==> config.mk <==
export PLATFORM = sky130hd
export DESIGN_NAME = usb_crc16_tx_ctrl
export DESIGN_NICKNAME = d
export VERILOG_FILES = /design/src/rtl/usb_crc16_tx_ctrl.sv
export SDC_FILE = /design/constraint.sdc
export NUM_CORES = 1
export LEC_CHECK = 0
export CAP_MARGIN = 10
export CORE_ASPECT_RATIO = 0.5
export CORE_MARGIN = 2
export CORE_UTILIZATION = 45
export DETAILED_ROUTE_END_ITERATION = 12
export PLACE_DENSITY = 0.68
export SYNTH_ARGS = -nofsm -noshare
export SYNTH_HDL_FRONTEND = slang
export SYNTH_SLANG_ARGS = --single-unit
==> constraint.sdc <==
create_clock -name clk -period 5.8 [get_ports clk]
set_input_delay 1.74 -clock clk [delete_from_list [all_inputs] [get_ports clk]]
set_output_delay 1.74 -clock clk [all_outputs]
set_load 0.005 [all_outputs]
==> src/rtl/usb_crc16_tx_ctrl.sv <==
// USB transmit CRC16 sequencer: serializes packet bytes LSB-first to the bit encoder,
// then appends the complemented CRC16 remainder MSB-first.
module usb_crc16_tx_ctrl #(
  parameter int unsigned DATA_W    = 8,
  parameter int unsigned CRC_W     = 16,
  parameter logic [CRC_W-1:0] POLY = 16'h8005,
  parameter logic [CRC_W-1:0] INIT = 16'hFFFF,
  parameter int unsigned MAX_BYTES = 1024
) (
  input  logic              clk,
  input  logic              rst,
  input  logic              start,
  input  logic              zlp,
  input  logic              abort,
  input  logic [DATA_W-1:0] byte_in,
  input  logic              byte_valid,
  input  logic              byte_last,
  output logic              byte_ready,
  output logic              bit_out,
  output logic              bit_valid,
  input  logic              bit_ready,
  output logic [CRC_W-1:0]  crc_out,
  output logic [10:0]       byte_count,
  output logic              busy,
  output logic              done,
  output logic              overflow
);

  localparam int unsigned IDX_W  = (DATA_W > 1) ? $clog2(DATA_W) : 1;
  localparam int unsigned CIDX_W = $clog2(CRC_W);

  typedef enum logic [2:0] {IDLE, WAIT_BYTE, SHIFT, CRC, DONE} state_e;

  state_e             state_q, state_d;
  logic [CRC_W-1:0]   crc_q, crc_d;
  logic [CRC_W-1:0]   crc_sreg_q, crc_sreg_d;
  logic [DATA_W-1:0]  sreg_q, sreg_d;
  logic [IDX_W-1:0]   bit_idx_q, bit_idx_d;
  logic [CIDX_W-1:0]  crc_idx_q, crc_idx_d;
  logic               last_q, last_d;
  logic [10:0]        cnt_q, cnt_d;
  logic               ovf_q, ovf_d;

  logic [CRC_W-1:0]   crc_step;
  logic [10:0]        cnt_inc;

  // Remainder after shifting out the current LSB of the byte register.
  assign crc_step = {crc_q[CRC_W-2:0], 1'b0} ^ ((sreg_q[0] ^ crc_q[CRC_W-1]) ? POLY : '0);
  assign cnt_inc  = (cnt_q == 11'h7FF) ? cnt_q : cnt_q + 11'd1;

  always_ff @(posedge clk or posedge rst) begin
    if (rst) begin
      state_q    <= IDLE;
      crc_q      <= INIT;
      crc_sreg_q <= '0;
      sreg_q     <= '0;
      bit_idx_q  <= '0;
      crc_idx_q  <= '0;
      last_q     <= 1'b0;
      cnt_q      <= '0;
      ovf_q      <= 1'b0;
    end else begin
      state_q    <= state_d;
      crc_q      <= crc_d;
      crc_sreg_q <= crc_sreg_d;
      sreg_q     <= sreg_d;
      bit_idx_q  <= bit_idx_d;
      crc_idx_q  <= crc_idx_d;
      last_q     <= last_d;
      cnt_q      <= cnt_d;
      ovf_q      <= ovf_d;
    end
  end

  always_comb begin
    state_d    = state_q;
    crc_d      = crc_q;
    crc_sreg_d = crc_sreg_q;
    sreg_d     = sreg_q;
    bit_idx_d  = bit_idx_q;
    crc_idx_d  = crc_idx_q;
    last_d     = last_q;
    cnt_d      = cnt_q;
    ovf_d      = ovf_q;
    // abort wins over every handshake: nothing but the state moves.
    if (abort) begin
      state_d = IDLE;
    end else begin
      case (state_q)
        IDLE: if (start) begin
          crc_d = INIT;
          cnt_d = '0;
          ovf_d = 1'b0;
          if (zlp) begin
            crc_sreg_d = ~INIT;
            crc_idx_d  = '0;
            state_d    = CRC;
          end else begin
            state_d = WAIT_BYTE;
          end
        end
        WAIT_BYTE: if (byte_valid) begin
          sreg_d    = byte_in;
          last_d    = byte_last;
          cnt_d     = cnt_inc;
          bit_idx_d = '0;
          if (32'(cnt_inc) > MAX_BYTES) ovf_d = 1'b1;
          state_d   = SHIFT;
        end
        SHIFT: if (bit_ready) begin
          crc_d     = crc_step;
          sreg_d    = sreg_q >> 1;
          bit_idx_d = bit_idx_q + IDX_W'(1);
          if (bit_idx_q == IDX_W'(DATA_W - 1)) begin
            if (last_q) begin
              crc_sreg_d = ~crc_step;
              crc_idx_d  = '0;
              state_d    = CRC;
            end else begin
              state_d = WAIT_BYTE;
            end
          end
        end
        CRC: if (bit_ready) begin
          crc_sreg_d = {crc_sreg_q[CRC_W-2:0], 1'b0};
          crc_idx_d  = crc_idx_q + CIDX_W'(1);
          if (crc_idx_q == CIDX_W'(CRC_W - 1)) state_d = DONE;
        end
        DONE:    state_d = IDLE;
        default: state_d = IDLE;
      endcase
    end
  end

  assign byte_ready = (state_q == WAIT_BYTE);
  assign bit_valid  = (state_q == SHIFT) || (state_q == CRC);
  assign bit_out    = (state_q == SHIFT) ? sreg_q[0] :
                      (state_q == CRC)   ? crc_sreg_q[CRC_W-1] : 1'b0;
  assign busy       = (state_q != IDLE);
  assign done       = (state_q == DONE);
  assign crc_out    = crc_q;
  assign byte_count = cnt_q;
  assign overflow   = ovf_q;

endmodule

-- Word-level counts from Yosys, hierarchy flattened
Index checks and enable logic that the tools add are counted.
- input port bits: 16
- flip-flop bits (word level): 63
- $lt $le $gt $ge: 1
- equality and inequality tests: 21
- bitwise logic cells: 4
- $add $sub $neg: 3
- multiplexer cells: 44
- reduce and logical (&&, ||, !) cells: 14
- operators with widths (operator ; number):
    two-way mux 16 bit ; 9
    one-hot mux 16 bit (3 select lines) ; 1
    two-way mux 11 bit ; 3
    one-hot mux 16 bit (2 select lines) ; 1
    two-way mux 3 bit ; 9
    two-way mux 4 bit ; 6
    one-hot mux 11 bit (2 select lines) ; 1
    != test 3 bit, second input constant ; 6
    two-way mux 8 bit ; 2
    NOT 16 bit ; 1
    one-hot mux 8 bit (2 select lines) ; 1
    XOR 16 bit ; 1
    != test 2 bit, second input constant ; 7
    one-hot mux 3 bit (4 select lines) ; 1
    one-hot mux 4 bit (3 select lines) ; 1
    AND reduction 4 bit ; 3
    adder 11 x 1 -> 11 bit, second input constant ; 1
    == test 11 bit, second input constant ; 1
    > comparator 11 bit, second input constant ; 1
    AND reduction 8 bit ; 1
    == test 3 x 2 -> 1 bit, second input constant ; 2
    == test 3 bit, second input constant ; 2
    one-hot mux 3 bit (2 select lines) ; 1
    AND reduction 6 bit ; 1
    16 further kinds ; 24

-- Longest topological paths before layout
- depth after elaboration: 8
- gate-level depth with buffers: 9

-- Worst setup path before layout
No wires, ideal clock.
- path kind: register to output
- start: register state_q[0]
- end: output port bit_out
- setup slack: 2710 ps
- arrival: 1350 ps
- stages on the path, launching flop included: 6
- cell sequence: dfrtp_1 > buf_4 > clkbuf_1 > clkbuf_1 > mux2i_1 > nor2_1
- word-level cells in the longest chain between the ends: 3
- ends and longest elaborated chain (element ; RTL line ; RTL):
    from (decl) ; 34 ; state_e state_q, state_d;
    from (signal assigned) ; 63 ; state_q <= state_d;
    == test 3 x 2 -> 1 bit ; 138 ; (state_q == CRC) ? crc_sreg_q[CRC_W-1] : 1'b0;
    two-way mux 1 bit ; 138 ;
    two-way mux 1 bit (*) ; 137 ; assign bit_out = (state_q == SHIFT) ? sreg_q[0] :
    to (decl) ; 19 ; output logic bit_out,
Every way passes the cells marked *; elsewhere a longest branch is shown, timed or not.

-- Worst setup path after layout
- start: register state_q[1]
- end: output port bit_valid
- word-level cells in the longest chain between the ends: 2
- ends and longest elaborated chain (element ; RTL line ; RTL):
    == test 3 x 2 -> 1 bit ; 136 ; assign bit_valid = (state_q == SHIFT) || (state_q == CRC);
    logical OR 1 bit (*) ; 136 ;
    to (decl) ; 20 ; output logic bit_valid,
Marked as above.

==> results.sh <==
export IMPL_ant_nets=0
export IMPL_worst_ep_arrival_time_ns=2.31
export IMPL_worstSetupEndpointType="primary output"
export IMPL_syn_cell_area_sq_um=3344
export IMPL_grt_pass1_wl_microns=13230
export IMPL_worst_pin_slew_ns=1.007
export IMPL_gr_total_overflow=0
export IMPL_drt_initial_drc_count=223
export IMPL_critPathRequiredTime_ns=4.06
export IMPL_timing_rr_start="state_q[1]"
export IMPL_diodes=0
export IMPL_fmax_ghz=0.2470
export IMPL_grt_pass1_vias=2856
export IMPL_ios=49
export IMPL_cp_start_kind="flip-flop"
export IMPL_dieArea_sq_um=8180
export IMPL_crit_path_cell_trace="nand2b_1 -> inv_4 -> clkdlybuf4s50_1"
export IMPL_synth_edf_count=0
export IMPL_synth_seq_cells=63
export IMPL_dp_hpwl_microns=5051
export IMPL_drive_gt1_share_pct=12.77
export IMPL_most_common_layout_cells="nor2_1 (60), nand2_1 (49), clkdlybuf4s50_1 (48)"
export IMPL_numCtsBuffers=9
export IMPL_top_usage_layer="met2"
export IMPL_grt_total_usage_pct=20.55
export IMPL_path_class="flip-flop to primary output"
export IMPL_period_needed_ns=4.048
export IMPL_post_cts_resized=0
export IMPL_clock_path_buffers=2
export IMPL_relSlewSlack_pct=32.90
export IMPL_ir_worst_vdd_mv=0.1998
export IMPL_antenna_found_initial=0
export IMPL_crit_buf_inv=2
export IMPL_yosys_area_top_type="dfrtp_1"
export IMPL_grt_util_met2_pct=35.15
export IMPL_finalSetupViolations=0
export IMPL_cts_hold_buf=0
export IMPL_vias=2892
export IMPL_cts_tree="done"
export IMPL_grt_max_degree=51
export IMPL_tns_ns=0
export IMPL_via_per_inst=5.572
export IMPL_ctsHtreeMaxLevel=3
export IMPL_critPathMaxFanout=18
export IMPL_final_nets=438
export IMPL_die_h_microns=64.96
export IMPL_rsz0062_at_grt="no"
export IMPL_fin_worst_skew_ns=0.005384
export IMPL_pwr_density_cell_nw_per_um2=425.1
export IMPL_cts_clk_slew_worst_paths_ns=0.06
export IMPL_synth_area_per_cell_sq_um=8.778
export IMPL_grtUsageMet3_pct=5.945
export IMPL_syn_to_final_growth_pct=25.29
export IMPL_gp_congestion=0.8663
export IMPL_fin_crit_sh_pct=69.79
export IMPL_critPathTopFamily="buffers and inverters"
export IMPL_syn_inst=381
export IMPL_routed_wl_microns=7682
export IMPL_globalRouteMet1Util_pct=24.82
export IMPL_drc=0
export IMPL_row_count=22
export IMPL_max_stage_delay_ns=0.65
export IMPL_postPlaceCellArea_sq_um=3866
export IMPL_insertion_delay_ns=0.33
export IMPL_slew_violations=0
export IMPL_finalInstanceArea_sq_um=4190
export IMPL_drt_first_pass_iters=4
export IMPL_cts_root_buf="clkbuf_16"
export IMPL_finalHoldViolCount=0
export IMPL_ys_seq_area_share_pct=47.74
export IMPL_crit_slowest_cell="dfrtp_1"
export IMPL_power_mw=1.781
export IMPL_hp_class="flip-flop to flip-flop"
export IMPL_initial_core_util_pct=46.02
export IMPL_wire_per_inst_microns=14.80
export IMPL_cp_startpoint="state_q[1]"
export IMPL_mostFrequentLayoutCell="nor2_1"
export IMPL_core_area_sq_um=7267
export IMPL_yosys_warnings=0
export IMPL_place_ws_ns=1.647
export IMPL_synth_top_area_share_pct=35.17
export IMPL_cts_setup_buffers=0
export IMPL_io_buffer_count=48
export IMPL_yosys_most_used_dff="dfrtp_1"
export IMPL_synth_area_leaders="dfrtp_1 (35%), dfstp_2 (13%), nor2_1 (6.7%)"
export IMPL_setup_slack_ns=1.752
export IMPL_status="finished clean"
export IMPL_cts_sinks=63
export IMPL_synth_cell_types=51
export IMPL_synthesis_nets=401
export IMPL_p_leak_nw=1.701
export IMPL_fillers=643
export IMPL_worstHoldStart="crc_sreg_q[10]"
export IMPL_maxCapViolCount=0
export IMPL_async_flop_share_pct=100.0
export IMPL_die_x_microns=125.9
per-stage QoR:
stage | instances | utilization [%] | hold slack [ns]
after CTS | 519 | 57.66 | 0.4810
after global placement | 503 | 53.20 | 0.4606
after floorplan | 381 | - | 0.4486
final | 519 | 57.66 | 0.4822
after global routing | 519 | 57.66 | 0.5180
after detailed placement | 503 | 53.20 | 0.4690
metal layers:
layer / wire [microns] / part of all wire [%]
met3: 308 / 4.0
met4: 59 / 0.77
met1: 3521 / 46
met2: 3793 / 49
met5: 0 / 0
power breakdown:
| group | total [mW] | switching, mW | internal [mW] | leakage [nW] |
|---|---|---|---|---|
| clock | 0.584 | 0.196 | 0.388 | 0.156 |
| sequential | 0.658 | 0.0948 | 0.563 | 0.792 |
| combinational | 0.540 | 0.308 | 0.232 | 0.753 |
cell type report:
type	count	area [sq um]	share of cell area, %
Clock buffer	11	242.7	5.793
Multi-Input combinational cell	280	1584	37.80
Timing Repair Buffer	54	525.5	12.54
Tap cell	96	120.1	2.867
Sequential cell	63	1597	38.10
Clock inverter	5	81.33	1.941
Inverter	10	40.04	0.9555
worst reg2reg max path, stage by stage (launching register included):
cell	delay (ns)
dfrtp_1	0.65
nand2b_1	0.55
nor2_1	0.80
a211o_1	0.69
buf_4	0.33
mux2_2	0.35
synthesized netlist by cell type (2+ instances only):
master,instances
o22a_1,2
o31ai_1,16
buf_2,7
o21ai_0,21
nand2_2,2
a21o_1,2
buf_4,7
or3_1,3
xor2_1,2
dfrtp_1,47
a21oi_1,37
a32o_1,3
a22o_1,3
or2_2,2
clkbuf_1,14
xnor2_1,3
nand2_1,49
nand4_1,2
nand3_1,9
ha_1,4
nand2b_1,6
nor3b_1,4
nor2b_1,2
a31oi_1,13
mux2_2,2
dfstp_2,16
and2_1,5
inv_1,9
a41oi_1,2
o2111ai_1,2
mux2i_1,3
nor2_1,60
o22ai_1,2
nor3_1,3
registers in the layout, indices dropped and copies added (netlist names):
name        count
crc_out        16
sreg_q          8
bit_idx_q       3
overflow        1
crc_idx_q       4
last_q          1
state_q         3
crc_sreg_q     16
byte_count     11
worst paths after layout:
| path | endpoint | slack (ns) | cells past startpoint |
|---|---|---|---|
| max in group asynchronous | crc_out[6] | 3.03 | 3 |
| min | crc_sreg_q[10] | 0.48 | 2 |
| min reg2reg | crc_sreg_q[10] | 0.48 | 2 |
| max | bit_valid | 1.75 | 3 |
| max reg2reg | crc_sreg_q[0] | 2.32 | 5 |
| min in group asynchronous | byte_count[1] | 1.86 | 2 |
kinds of logic (layout without fill, tap and decap cells):
family                     count (synthesis)  in the layout  synth area share (%)
xor gates and xnor gates                   5              5                 1.310
muxes                                      5              5                 1.571
buffers and inverters                     38             80                 5.387
adders and majority gates                  4              4                 1.497
AOI/OAI and AO/OA                        111            111                 21.32
DFF                                       63             63                 47.74
and+or+nand+nor                          155            155                 21.18
No activity file was read; power rests on OpenSTA's default activity.
